**config.mk**
```make
export PLATFORM = sky130hd
export DESIGN_NAME = mac_neuron_seq
export DESIGN_NICKNAME = d
export VERILOG_FILES = /design/src/rtl/mac_neuron_seq_pkg.sv /design/src/rtl/mac_neuron_seq_vld_pipe.sv /design/src/rtl/mac_neuron_seq.sv
export SDC_FILE = /design/constraint.sdc
export NUM_CORES = 1
export LEC_CHECK = 0
export ABC_AREA = 1
export BUFFER_PORTS_ARGS = -buffer_cell sky130_fd_sc_hd__buf_4
export CAP_MARGIN = 0
export CORE_MARGIN = 2
export CORE_UTILIZATION = 40
export DETAILED_ROUTE_END_ITERATION = 7
export PLACE_DENSITY = 0.64
export SETUP_SLACK_MARGIN = 0.4
export SYNTH_ARGS = -nofsm -noshare
export SYNTH_HDL_FRONTEND = slang
export SYNTH_SLANG_ARGS = --single-unit
```
**constraint.sdc**
```tcl
create_clock -name clk -period 2.8 [get_ports clk]
set_input_delay 0.42 -clock clk [delete_from_list [all_inputs] [get_ports clk]]
set_output_delay 0.42 -clock clk [all_outputs]
set_load 0.01 [all_outputs]
```
**src/rtl/mac_neuron_seq_pkg.sv**
```systemverilog
// Shared types and constants for the MAC neuron sequencer: FSM encoding and MAC datapath geometry.
package mac_neuron_seq_pkg;

  typedef enum logic [1:0] {
    StIdle,
    StIssue,
    StDrain,
    StResult
  } state_e;

  localparam int unsigned MacLanes   = 16;
  localparam int unsigned MacLaneW   = 8;
  localparam int unsigned MacSumW    = 20;
  localparam int unsigned MacLatDef  = 3;
  localparam int unsigned NChunksDef = 49;

endpackage

```
**src/rtl/mac_neuron_seq_vld_pipe.sv**
```systemverilog
// mac_vld_pipe: Depth-stage valid shift register tracking reads in flight through memory + MAC.
module mac_vld_pipe #(
  parameter int unsigned Depth = 4
) (
  input  logic clk_i,
  input  logic rst_i,
  input  logic vld_i,
  output logic vld_o,
  // High when the pipe will hold no valid bits after this edge.
  output logic idle_next_o
);

  logic [Depth-1:0] pipe_q, pipe_d;

  always_comb begin
    pipe_d = (pipe_q << 1) | Depth'(vld_i);
  end

  always_ff @(posedge clk_i or posedge rst_i) begin
    if (rst_i) begin
      pipe_q <= '0;
    end else begin
      pipe_q <= pipe_d;
    end
  end

  assign vld_o       = pipe_q[Depth-1];
  assign idle_next_o = (pipe_d == '0);

endmodule

```
**src/rtl/mac_neuron_seq.sv**
```systemverilog
// Neuron sequencer: streams N_CHUNKS chunk reads into the MAC, accumulates sums onto a bias and
// returns the result over valid/ready. Define ACC_SAT_EN for saturating accumulation + acc_ovf.
module mac_neuron_seq
  import mac_neuron_seq_pkg::*;
#(
  parameter int unsigned N_CHUNKS = NChunksDef,
  parameter int unsigned ADDR_W   = 10,
  parameter int unsigned MEM_LAT  = 1,
  parameter int unsigned MAC_LAT  = MacLatDef,
  parameter int unsigned ACC_W    = 32
) (
  input  logic               clk,
  input  logic               rst,
  input  logic               start,
  input  logic [ADDR_W-1:0]  base_addr,
  input  logic [ACC_W-1:0]   bias,
  output logic               rd_en,
  output logic [ADDR_W-1:0]  rd_addr,
  input  logic [MacSumW-1:0] mac_sum,
  output logic               busy,
  output logic [ACC_W-1:0]   result,
  output logic               result_valid,
`ifdef ACC_SAT_EN
  output logic               acc_ovf,
`endif
  input  logic               result_ready
);

  localparam int unsigned L    = MEM_LAT + MAC_LAT;
  localparam int unsigned CntW = (N_CHUNKS > 1) ? $clog2(N_CHUNKS) : 1;
  localparam logic [CntW-1:0] LastChunk = CntW'(N_CHUNKS - 1);

  state_e            state_q, state_d;
  logic [ADDR_W-1:0] addr_q, addr_d;
  logic [CntW-1:0]   cnt_q, cnt_d;
  logic [ACC_W-1:0]  acc_q, acc_d;
  logic [ACC_W-1:0]  result_q, result_d;
  logic              sum_vld;
  logic              pipe_idle_next;
  logic [ACC_W-1:0]  acc_add;
  logic              clamp;

  mac_vld_pipe #(
    .Depth(L)
  ) u_vld_pipe (
    .clk_i      (clk),
    .rst_i      (rst),
    .vld_i      (rd_en),
    .vld_o      (sum_vld),
    .idle_next_o(pipe_idle_next)
  );

`ifdef ACC_SAT_EN
  logic [ACC_W:0] acc_sum;
  logic           ovf_q, ovf_d;

  always_comb begin
    acc_sum = {1'b0, acc_q} + (ACC_W + 1)'(mac_sum);
    clamp   = acc_sum[ACC_W];
    acc_add = clamp ? '1 : acc_sum[ACC_W-1:0];
  end
`else
  always_comb begin
    acc_add = acc_q + ACC_W'(mac_sum);
    clamp   = 1'b0;
  end
`endif

  always_comb begin
    state_d  = state_q;
    addr_d   = addr_q;
    cnt_d    = cnt_q;
    acc_d    = acc_q;
    result_d = result_q;
`ifdef ACC_SAT_EN
    ovf_d    = ovf_q | (sum_vld & clamp);
`endif
    if (sum_vld) begin
      acc_d = acc_add;
    end

    unique case (state_q)
      StIdle: begin
        if (start) begin
          addr_d  = base_addr;
          cnt_d   = '0;
          acc_d   = bias;
          state_d = StIssue;
`ifdef ACC_SAT_EN
          ovf_d   = 1'b0;
`endif
        end
      end
      StIssue: begin
        addr_d = addr_q + 1'b1;
        cnt_d  = cnt_q + 1'b1;
        if (cnt_q == LastChunk) begin
          state_d = StDrain;
        end
      end
      StDrain: begin
        // Leave once the final sum lands in acc on this same edge.
        if (pipe_idle_next) begin
          result_d = acc_d;
          state_d  = StResult;
        end
      end
      StResult: begin
        if (result_ready) begin
          state_d = StIdle;
        end
      end
      default: state_d = StIdle;
    endcase
  end

  always_ff @(posedge clk or posedge rst) begin
    if (rst) begin
      state_q  <= StIdle;
      addr_q   <= '0;
      cnt_q    <= '0;
      acc_q    <= '0;
      result_q <= '0;
`ifdef ACC_SAT_EN
      ovf_q    <= 1'b0;
`endif
    end else begin
      state_q  <= state_d;
      addr_q   <= addr_d;
      cnt_q    <= cnt_d;
      acc_q    <= acc_d;
      result_q <= result_d;
`ifdef ACC_SAT_EN
      ovf_q    <= ovf_d;
`endif
    end
  end

  assign rd_en        = (state_q == StIssue);
  assign rd_addr      = addr_q;
  assign busy         = (state_q != StIdle);
  assign result       = result_q;
  assign result_valid = (state_q == StResult);
`ifdef ACC_SAT_EN
  assign acc_ovf      = ovf_q;
`endif

endmodule

```
==> impl_results.rst <==
.. list-table::
   :header-rows: 1

   * - Metric
     - Value
   * - Result of the run
     - finished clean
   * - Vias
     - 5665
   * - Required time of the worst setup path
     - 3.04 ns
   * - Endpoints failing hold
     - 0
   * - Number of antenna violations at the first check in global routing
     - 0
   * - First-pass detailed-route iteration total
     - 5
   * - Static leakage
     - 4.03 nW
   * - Global-route wire length before repair
     - 26.2 mm
   * - Synthesized net count
     - 981
   * - Synth cell count leaders
     - 334 x sky130_fd_sc_hd__nand2_1, 118 x sky130_fd_sc_hd__inv_1, 86 x sky130_fd_sc_hd__dfrtp_1
   * - Post-CTS Setup Inserts
     - 0
   * - Fin Clk Skew
     - 0.00558 ns
   * - Layout overhead on the synthesized area
     - 22.7%
   * - Antenna fix cells
     - 0
   * - Horiz. Die Dim
     - between 100 and 150 um
   * - Combined area of all synthesized cells
     - 5940 um2
   * - Top fanout value on the critical path
     - 6
   * - Avg Vias per Cell
     - 4.79
   * - Max Root-Sink Buffers
     - 2
   * - Fraction of final layout cells sized beyond drive strength 1
     - 20.0%
   * - Achievable Freq
     - roughly 460 MHz
   * - Maximum number of pins on one net before global-route repair
     - 56
   * - Cells traversed along the worst timing path
     - ha_1, fa_1, nand2_1, nand3_1, nand2_1, nand3b_1, nand3_2, nand3b_1, nand3_1, nand2_1, inv_1
   * - Routability Congestion
     - 0.904
   * - Most frequent cell after synthesis
     - sky130_fd_sc_hd__nand2_1
   * - Root Buffer Master
     - sky130_fd_sc_hd__clkbuf_16
   * - Per-cell routed wire length
     - 13.3 um
   * - Clock tree from TritonCTS
     - yes
   * - Total length of routed wires
     - 15.7 mm
   * - Number of hold buffers added after cts
     - 0
   * - Aggregate negative setup slack
     - 0 ns
   * - Category of cells accounting for the largest share of critical-path delay
     - simple AND/OR/NAND/NOR gates
   * - Share of Yosys cell area claimed by the top area cell type
     - 36.2%
   * - Die area
     - 15800 um2
   * - Initial DRC Count
     - 381
   * - Endpoint class of the critical path
     - flop
   * - Core area
     - 14500 um2
   * - Count of nets after finishing
     - 1088
   * - Number of clock sinks
     - 86
   * - Setup repair after global routing missed its margin
     - no
   * - Critical path's most frequent cell
     - sky130_fd_sc_hd__nand2_1
   * - Final setup violation count
     - 0
   * - Minimum setup slack in the final design
     - 0.631 ns
   * - Worst voltage drop across the vdd grid
     - 0.604 mV
   * - Clock network latency to the later pin of the worst-skew pair
     - approximately 0.35 ns
   * - Number of remaining DRC errors
     - 0
   * - Number of I/O pins
     - 111
   * - Ranking of synthesized cells by area
     - sky130_fd_sc_hd__dfrtp_1 36%, sky130_fd_sc_hd__nand2_1 21%, sky130_fd_sc_hd__inv_1 7.5%
   * - Antenna violation net count after detailed routing
     - 0
   * - MaxCap Viol Count
     - 0
   * - Data arrival time of the worst path
     - ~2.4 ns
   * - Post-synth cell types
     - 41
   * - GRT Overall Usage
     - 20.7%
   * - Total buffers and inverters traversed by the critical path
     - 1
   * - Cell accounting for the most synthesized area
     - sky130_fd_sc_hd__dfrtp_1
   * - Final Critical Period
     - 2.17 ns
   * - Slowest-stage cell, CP
     - sky130_fd_sc_hd__fa_1
   * - Count of buffers from port buffering
     - 110
   * - Total of flip-flops plus latches after synthesis
     - 86
   * - Startpoint of the most critical setup path
     - acc_q[0]
   * - Post-route fraction of the period consumed by the critical path
     - 77.5%
   * - Deepest level of the CTS H-tree
     - 3
   * - Pre-CTS WS
     - about 0.47 ns
   * - Post-cts sizing count
     - 0
   * - Initial core utilization
     - approximately two fifths
   * - HPWL after detailed placement
     - around 12 mm
   * - Sequential-to-total area share from yosys stat
     - 36.2%
   * - Transition at the pin with the smallest max-transition slack
     - 0.566 ns
   * - Number of warnings reported in the yosys synthesis log
     - 0
   * - Share of async-settable or async-resettable flops after synthesis
     - 100%
   * - Remaining global-route overflow
     - 0
   * - Overall die height
     - 126 um
   * - Number of synthesized flops with an enable pin
     - 0
   * - Category of the critical setup timing path
     - flop to flop
   * - Vias in the first global route
     - 5451
   * - Delay of the slowest critical-path stage
     - 0.44 ns
   * - Post-synthesis average cell area
     - about 6.7 um2
   * - Gate Count Post-Synth
     - approximately 890
   * - Startpoint of the worst-slack reg-to-reg timing path
     - acc_q[0]
   * - Power density normalized to cell area
     - 1160 nW/um2
   * - Kind of start point of the critical path
     - flop
   * - Predominant post-synthesis flop cell
     - sky130_fd_sc_hd__dfrtp_1
   * - Rel. slew slack
     - about three fifths
   * - Site row count
     - 44
   * - Fin. max-slew vios
     - 0
   * - Clock transition at the registers of the reported paths
     - 0.06 ns
   * - Number of buffers created by CTS
     - 9
   * - Class of the tightest hold or removal check
     - input pin to async pin
[area by class of cell]
class / count / area, um2
flip-flops and latches: 86 / 2150
inverters: 130 / 492
clock buffers: 11 / 253
well taps: 184 / 230
fillers: 1502 / 7240
multi-input cells: 648 / 3200
clock inverters: 5 / 56.3
repair buffers: 119 / 906
[worst reg2reg max path: cells and delay by family (launching register included)]
kind / cells / cell delay, ns
AND/OR/NAND/NOR: 8 / 1.00
adder cells (fa/ha/maj): 2 / 0.68
buffers and inverters: 1 / 0.03
flip-flops: 1 / 0.38
[metrics by stage]
step	cells	power, mW	util, %	hold WS (ns)	cell area [um2]
after CTS	1183	8.50	50.2	0.0921	7290
after global routing	1183	9.33	50.2	0.109	7290
after detailed placement	1167	7.20	48.0	0.362	6980
after global placement	1167	7.15	48.0	0.358	6980
after floorplan	887	5.71	-	0.354	5950
final	1183	8.42	50.2	0.0819	7290
[cells in the final DEF (no fill, tap or decap), drive strengths merged]
| cell type | count |
|---|---|
| a31oi | 3 |
| and2 | 1 |
| o22ai | 1 |
| fa | 1 |
| bufinv | 1 |
| xnor2 | 3 |
| inv | 130 |
| clkbuf | 11 |
| clkinvlp | 2 |
| buf | 119 |
| a21boi | 1 |
| a21oi | 25 |
| dfrtp | 86 |
| nor3 | 9 |
| nand3 | 77 |
| nand3b | 8 |
| nor2 | 60 |
| xor2 | 3 |
| o21a | 5 |
| nor4 | 1 |
| nand4 | 4 |
| ha | 27 |
| o21ai | 41 |
| nor3b | 2 |
| o211ai | 5 |
| and3 | 2 |
| clkinv | 2 |
| nand2 | 343 |
| or2 | 24 |
| o21bai | 1 |
| a22oi | 1 |
[metal layers]
layer,GRT usage [%],wire (um),vias up
li1,-,-,2986
met1,28.5,7540,2547
met4,5.11,175,0
met2,32.8,7130,121
met5,0,0,-
met3,4.97,890,11
[path summary, 6_finish.rpt]
check	slack, ns	to	depth (start not counted)
min	0.08	rd_addr[8]	2
min reg2reg	0.37	u_vld_pipe.pipe_q[2]	0
min in group clk	0.28	acc_q[3]	3
max	0.63	acc_q[24]	11
max in group asynchronous	2.14	acc_q[3]	3
max reg2reg	0.63	acc_q[24]	11
[power by group]
group          internal (mW)  switching [mW]
combinational           1.86            2.97
sequential              1.88           0.464
clock                  0.740           0.506
[cell families after synthesis]
| logic type | share of synthesized area (%) |
|---|---|
| AND/OR/NAND/NOR | 39.2 |
| buffers and inverters | 9.96 |
| flip-flops | 36.2 |
| AO/OA/AOI/OAI | 7.75 |
| adder cells (fa/ha/maj) | 6.02 |
| XOR/XNOR | 0.884 |
[flip-flops by register name (all words and copies together), names as in the netlist]
name,flops
cnt_q,6
acc_q,32
u_vld_pipe.pipe_q,4
rd_addr,10
state_q,2
result,32
No activity file was read; power rests on OpenSTA's default activity.
